### src/rtl/tbl_init_sequencer.sv
// Table initialisation sequencer: walks BTB, BHT and register-file entries in order
// and writes a mode-selected initial value into each, with stall, abort and done handshake.
module tbl_init_sequencer #(
   parameter int                BTB_AW  = 8,
   parameter int                BTB_DW  = 40,
   parameter int                BHT_AW  = 8,
   parameter int                BHT_DW  = 2,
   parameter logic [BHT_DW-1:0] BHT_RST = 2'b01,
   parameter int                REG_AW  = 5,
   parameter int                REG_DW  = 32
) (
   input  logic              clk,
   input  logic              rst,
   input  logic              start,
   input  logic [1:0]        mode,
   input  logic [2:0]        chan_en,
   input  logic              stall,
   input  logic              abort,
   output logic              busy,
   output logic              done,
   output logic              btb_we,
   output logic [BTB_AW-1:0] btb_addr,
   output logic [BTB_DW-1:0] btb_init,
   output logic              bht_we,
   output logic [BHT_AW-1:0] bht_addr,
   output logic [BHT_DW-1:0] bht_init,
   output logic              reg_we,
   output logic [REG_AW-1:0] reg_addr,
   output logic [REG_DW-1:0] reg_init,
   output logic [2:0]        dbg_state
);

   localparam int CW0 = (BTB_AW > BHT_AW) ? BTB_AW : BHT_AW;
   localparam int CW  = (CW0 > REG_AW) ? CW0 : REG_AW;

   typedef enum logic [2:0] {S_IDLE, S_BTB, S_BHT, S_REG, S_FIN} state_t;

   // Handshake: start is sampled only in IDLE; a table write is accepted on any edge with
   // stall low; abort while busy returns to IDLE without done; done is a single-cycle pulse.

   state_t            state_q, state_d;
   logic [CW-1:0]     cnt_q, cnt_d;
   logic              wrap_q, wrap_d;
   logic [1:0]        mode_q, mode_d;
   logic [2:0]        en_q, en_d;
   logic              busy_q, busy_d, done_q, done_d;
   logic              btb_we_q, btb_we_d, bht_we_q, bht_we_d, reg_we_q, reg_we_d;
   logic [BTB_AW-1:0] btb_addr_q, btb_addr_d;
   logic [BTB_DW-1:0] btb_init_q, btb_init_d;
   logic [BHT_AW-1:0] bht_addr_q, bht_addr_d;
   logic [BHT_DW-1:0] bht_init_q, bht_init_d;
   logic [REG_AW-1:0] reg_addr_q, reg_addr_d;
   logic [REG_DW-1:0] reg_init_q, reg_init_d;

   state_t            ph;
   logic [1:0]        act_mode;
   logic [2:0]        act_en;
   logic [CW-1:0]     last;

   function automatic state_t next_phase(input logic [2:0] en, input state_t from);
      next_phase = S_FIN;
      case (from)
         S_IDLE: begin
            if (en[0])      next_phase = S_BTB;
            else if (en[1]) next_phase = S_BHT;
            else if (en[2]) next_phase = S_REG;
         end
         S_BTB: begin
            if (en[1])      next_phase = S_BHT;
            else if (en[2]) next_phase = S_REG;
         end
         S_BHT: begin
            if (en[2])      next_phase = S_REG;
         end
         default: next_phase = S_FIN;
      endcase
   endfunction

   // Address pattern is zero-extended or truncated to the table's data width.
   function automatic logic [BTB_DW-1:0] btb_val(input logic [1:0] m, input logic [BTB_AW-1:0] a);
      logic [BTB_DW+BTB_AW-1:0] ext;
      ext     = {{BTB_DW{1'b0}}, a};
      btb_val = (m == 2'd2) ? ext[BTB_DW-1:0] : '0;
   endfunction

   function automatic logic [BHT_DW-1:0] bht_val(input logic [1:0] m, input logic [BHT_AW-1:0] a);
      logic [BHT_DW+BHT_AW-1:0] ext;
      ext = {{BHT_DW{1'b0}}, a};
      if (m == 2'd2)      bht_val = ext[BHT_DW-1:0];
      else if (m == 2'd1) bht_val = BHT_RST;
      else                bht_val = '0;
   endfunction

   function automatic logic [REG_DW-1:0] reg_val(input logic [1:0] m, input logic [REG_AW-1:0] a);
      logic [REG_DW+REG_AW-1:0] ext;
      ext     = {{REG_DW{1'b0}}, a};
      reg_val = (m == 2'd2) ? ext[REG_DW-1:0] : '0;
   endfunction

   always_comb begin
      state_d    = state_q;
      cnt_d      = cnt_q;
      wrap_d     = 1'b0;
      mode_d     = mode_q;
      en_d       = en_q;
      busy_d     = 1'b0;
      done_d     = 1'b0;
      btb_we_d   = 1'b0;
      btb_addr_d = '0;
      btb_init_d = '0;
      bht_we_d   = 1'b0;
      bht_addr_d = '0;
      bht_init_d = '0;
      reg_we_d   = 1'b0;
      reg_addr_d = '0;
      reg_init_d = '0;
      ph         = S_IDLE;
      act_mode   = mode_q;
      act_en     = en_q;
      last       = '0;

      // ph is the phase whose action is carried out on this edge; wrap_q means the
      // previous edge wrote the last entry of state_q, so this edge moves on.
      case (state_q)
         S_IDLE: begin
            if (start && !abort) begin
               mode_d   = mode;
               en_d     = chan_en;
               act_mode = mode;
               act_en   = chan_en;
               ph       = next_phase(chan_en, S_IDLE);
            end
         end
         S_BTB, S_BHT, S_REG: begin
            if (abort) begin
               state_d = S_IDLE;
               cnt_d   = '0;
            end else if (wrap_q) begin
               ph = next_phase(act_en, state_q);
            end else begin
               ph = state_q;
            end
         end
         default: state_d = S_IDLE;
      endcase

      if (ph == S_FIN) begin
         state_d = S_FIN;
         done_d  = 1'b1;
      end else if (ph != S_IDLE) begin
         state_d = ph;
         busy_d  = 1'b1;
         case (ph)
            S_BTB: begin
               last       = CW'({BTB_AW{1'b1}});
               btb_we_d   = !stall;
               btb_addr_d = stall ? btb_addr_q : cnt_q[BTB_AW-1:0];
               btb_init_d = stall ? btb_init_q : btb_val(act_mode, cnt_q[BTB_AW-1:0]);
            end
            S_BHT: begin
               last       = CW'({BHT_AW{1'b1}});
               bht_we_d   = !stall;
               bht_addr_d = stall ? bht_addr_q : cnt_q[BHT_AW-1:0];
               bht_init_d = stall ? bht_init_q : bht_val(act_mode, cnt_q[BHT_AW-1:0]);
            end
            default: begin
               last       = CW'({REG_AW{1'b1}});
               reg_we_d   = !stall;
               reg_addr_d = stall ? reg_addr_q : cnt_q[REG_AW-1:0];
               reg_init_d = stall ? reg_init_q : reg_val(act_mode, cnt_q[REG_AW-1:0]);
            end
         endcase
         if (!stall) begin
            if (cnt_q == last) begin
               cnt_d  = '0;
               wrap_d = 1'b1;
            end else begin
               cnt_d = cnt_q + CW'(1);
            end
         end
      end
   end

   always_ff @(posedge clk or negedge rst) begin
      if (!rst) begin
         state_q    <= S_IDLE;
         cnt_q      <= '0;
         wrap_q     <= 1'b0;
         mode_q     <= '0;
         en_q       <= '0;
         busy_q     <= 1'b0;
         done_q     <= 1'b0;
         btb_we_q   <= 1'b0;
         btb_addr_q <= '0;
         btb_init_q <= '0;
         bht_we_q   <= 1'b0;
         bht_addr_q <= '0;
         bht_init_q <= '0;
         reg_we_q   <= 1'b0;
         reg_addr_q <= '0;
         reg_init_q <= '0;
      end else begin
         state_q    <= state_d;
         cnt_q      <= cnt_d;
         wrap_q     <= wrap_d;
         mode_q     <= mode_d;
         en_q       <= en_d;
         busy_q     <= busy_d;
         done_q     <= done_d;
         btb_we_q   <= btb_we_d;
         btb_addr_q <= btb_addr_d;
         btb_init_q <= btb_init_d;
         bht_we_q   <= bht_we_d;
         bht_addr_q <= bht_addr_d;
         bht_init_q <= bht_init_d;
         reg_we_q   <= reg_we_d;
         reg_addr_q <= reg_addr_d;
         reg_init_q <= reg_init_d;
      end
   end

   assign busy      = busy_q;
   assign done      = done_q;
   assign btb_we    = btb_we_q;
   assign btb_addr  = btb_addr_q;
   assign btb_init  = btb_init_q;
   assign bht_we    = bht_we_q;
   assign bht_addr  = bht_addr_q;
   assign bht_init  = bht_init_q;
   assign reg_we    = reg_we_q;
   assign reg_addr  = reg_addr_q;
   assign reg_init  = reg_init_q;
   assign dbg_state = state_q;

endmodule

### config.mk
export PLATFORM = sky130hd
export DESIGN_NAME = tbl_init_sequencer
export DESIGN_NICKNAME = d
export VERILOG_FILES = /design/src/rtl/tbl_init_sequencer.sv
export SDC_FILE = /design/constraint.sdc
export NUM_CORES = 1
export LEC_CHECK = 0
export ABC_AREA = 1
export CAP_MARGIN = 40
export CORE_MARGIN = 2
export CORE_UTILIZATION = 40
export DETAILED_ROUTE_END_ITERATION = 12
export PLACE_DENSITY = 0.76
export SLEW_MARGIN = 20
export SYNTH_ARGS = -nofsm -noshare
export SYNTH_HDL_FRONTEND = slang
export SYNTH_SLANG_ARGS = --single-unit
### constraint.sdc
create_clock -name clk -period 1.78 [get_ports clk]
set_input_delay 0.267 -clock clk [delete_from_list [all_inputs] [get_ports clk]]
set_output_delay 0.267 -clock clk [all_outputs]
set_load 0.03 [all_outputs]
==> impl_results.md <==
- Initial core utilization: around 41%
- Dpl ws: -0.331 ns
- Design area: approximately 4500 um^2
- Fill count: ~630
- Unrepaired setup endpoints after global routing: yes
- Clock Skews: between 0.005 and 0.006 ns
- Met3 GRT Util: 3.94%
- Fmax: roughly 520 MHz
- Vias in the first global route: ~2600
- First-pass GRT wire length: approximately 12000 um
- WP data required: about 2 ns
- Min-delay worst type: primary input to async pin
- CP Launch Type: flop
- Overall routing resource usage: between 10% and 20%
- Final setup vio count: 36
- Initial antenna violation count: 0
- P&R area growth vs syn: 45.9%
- CTS tree: done
- M1 GR Usage: 22.2%
- Path type of the worst setup path: flop to flop
- ANT cells: 0
- Fin. Hold Viols: 0
- Clock buffer depth: 2
- Final core utilization: 59.2%
- Share of cells above drive strength 1: 34.5%
- Pwr/cell area: between 800 and 900 nW/um^2
- Die X: 91.8 um
- Number of remaining DRC errors: 0
- CTS root buf: clkbuf_8
- Vias/cell: ~4.8
- Post-Syn Area: just over 3000 um^2
- Final nets: 455
- Non-Filler Instances: 551
- Period utilization: 108%
- M2 GR Usage: 32.0%
- Status: finished with violations
- Failing checks: negative setup slack
- Yosys reg bits: 57
- DRT Pass-1 Iters: 5
- Peak supply drop: approximately 0.00035 V
- Syn. warnings: 0
- DR WL/cell: 14.9 um
- Max-cap violation count: 0
- Seq/Total Area, Yosys: 46.2%
- Via count: 2623
- Final WL: between 8000 and 9000 um
- H-Tree Depth: 3
- Placed Cells: between 500 and 600
- Antenna-violating nets left: 0
- Final HPWL DP: 5200 um
- Synthesized area per cell: about 9.2 um^2
- Post-route setup TNS: -2.53 ns
- Pleak: between 2 and 2.5 nW
- Clock sink count: 57
- Worst r2r path cells: 15
- Die area: 8440 um^2
- Max-slew violations: 0
- PortBufs: 53
- Synth cell types: 35
- Reg clk slew, reported paths: ~0.070 ns
- GRT overflow: 0
- Worst skew pair latency: around 0.35 ns
- Routability congestion estimate: slightly below 0.9
- Crit path max fanout: 5
- Arrival @ worst endpoint: roughly 2.2 ns
- IO Count: between 100 and 150
- Cell Rows: 32
- Tot Pwr: about 4.0 mW
- Post-route setup slack: -0.143 ns
- Initial drt markers: around 180
- Number of CTS-inserted buffers: 9
- Busiest grt layer: met2
- Maximum number of pins on one net before global-route repair: 42
- Die Y-Extent: 91.8 um
- Min cycle time layout: slightly below 2 ns
- Setup crit end kind: flop
- Dpl cell area: between 3000 and 4000 um^2
- WHS: roughly 0.38 ns
- Core area: around 7600 um^2
- Synth Instances: 337
## worst max-delay path: stages (launching register included)
cell	delay (ns)
dfrtp_2	0.44
buf_4	0.17
inv_2	0.05
nand3_1	0.10
nand2_1	0.12
nand2_2	0.07
nand2_4	0.09
nand2_4	0.09
nand2_8	0.09
nand2_4	0.10
nand2_4	0.10
nand2_2	0.06
nand2_2	0.09
nand2_4	0.06
nand2_1	0.10
nand2_1	0.08
## synth_stat cells
cell,number,area [um^2]
inv_4,1,6.26
inv_1,20,75.1
buf_2,1,5.00
o21ai_2,1,8.76
nand2_4,7,78.8
buf_4,60,450
nor3_4,1,16.3
xnor2_1,1,8.76
nand3_2,2,20.0
nor3_1,4,20.0
o22ai_1,7,43.8
buf_6,1,11.3
nand2_1,57,214
a21oi_1,4,20.0
o21ai_1,18,90.1
inv_2,9,33.8
nor2_4,7,78.8
conb_1,1,3.75
nand2_2,5,31.3
nor2_2,4,25.0
dfrtp_1,57,1430
a21boi_2,1,11.3
o21ai_0,4,20.0
buf_1,1,3.75
o31ai_1,4,30.0
nand3_1,31,155
clkinv_1,1,3.75
xor2_1,3,26.3
nand2_8,1,20.0
nand4_1,7,43.8
o31ai_2,2,25.0
ha_1,1,12.5
nand3b_4,1,20.0
a31oi_1,1,6.26
nor2_1,11,41.3
## cells in the final DEF (no fill, tap or decap), drive strengths merged
cell            n
a21boi          1
a21oi           4
a31oi           1
buf            47
bufinv          3
clkbuf          9
clkdlybuf4s50  50
clkinv          4
conb           59
dfrtp          57
dlygate4sd3     1
dlymetal6s2s    2
ha              1
inv            31
nand2          71
nand3          33
nand3b          1
nand4           7
nor2           22
nor3            5
o21ai          23
o22ai           7
o31ai           6
xnor2           1
xor2            3
## layer usage
metal	vias to the layer above	part of all wire (%)
met5	-	0
met4	0	2.9
met3	21	5.9
met2	110	53
met1	1288	38
li1	1204	-
## cell families (layout without fill, tap and decap cells)
logic type / after synthesis / count (layout) / synth area share [%]
buffers and inverters: 94 / 147 / 19.1
and+or+nand+nor: 138 / 139 / 24.8
DFF: 57 / 57 / 46.2
xor gates and xnor gates: 4 / 4 / 1.14
adders and majority gates: 1 / 1 / 0.405
AOI/OAI and AO/OA: 42 / 42 / 8.27
other: 1 / 59 / 0.121
## what timing repair did
item	in CTS	in global routing
hold buffers	1	0
setup endpoints to repair	29	45
pin swaps	11	29
setup buffers	7	5
endpoints found under the hold margin	16	0
cloned	1	0
gates resized for setup	17	65
## registers in the layout (all words and copies together), names as in the netlist, 2 cells and up
name	flops
bht_addr	8
btb_addr	8
btb_init	8
cnt_q	8
reg_addr	5
reg_init	5
dbg_state	3
bht_init	2
en_q	2
mode_q	2
## power by group
part           switching [mW]  total (mW)  leakage [nW]  internal [mW]
combinational           0.680        1.01          1.20          0.334
clock                   0.549        1.48         0.124          0.931
sequential             0.0984        1.48         0.778           1.38
## worst paths after layout
| kind | start | endpoint | slack, ns |
|---|---|---|---|
| worst max-delay path | dbg_state[0]$_DFFE_PN0P_ | cnt_q[3]$_DFF_PN0_ | -0.14 |
| worst min-delay path | rst | reg_init[0]$_DFFE_PN0P_ | 0.38 |
| worst max register to register | dbg_state[0]$_DFFE_PN0P_ | cnt_q[3]$_DFF_PN0_ | -0.14 |
| worst min register to register | bht_addr[2]$_DFFE_PN0P_ | bht_addr[2]$_DFFE_PN0P_ | 0.50 |
| max in group asynchronous | rst | dbg_state[2]$_DFFE_PN0P_ | 0.84 |
| min in group clk | bht_addr[2]$_DFFE_PN0P_ | bht_addr[2]$_DFFE_PN0P_ | 0.50 |
## area by class of cell
class,instances,area (um^2),share of cell area (%)
Multi-Input combinational cell,245,1590,35.3
Clock buffer,9,124,2.75
Clock inverter,7,118,2.61
Sequential cell,57,1430,31.7
Tap cell,102,128,2.83
Timing Repair Buffer,100,982,21.8
Inverter,31,134,2.97
(Power assumes the default switching activity.)
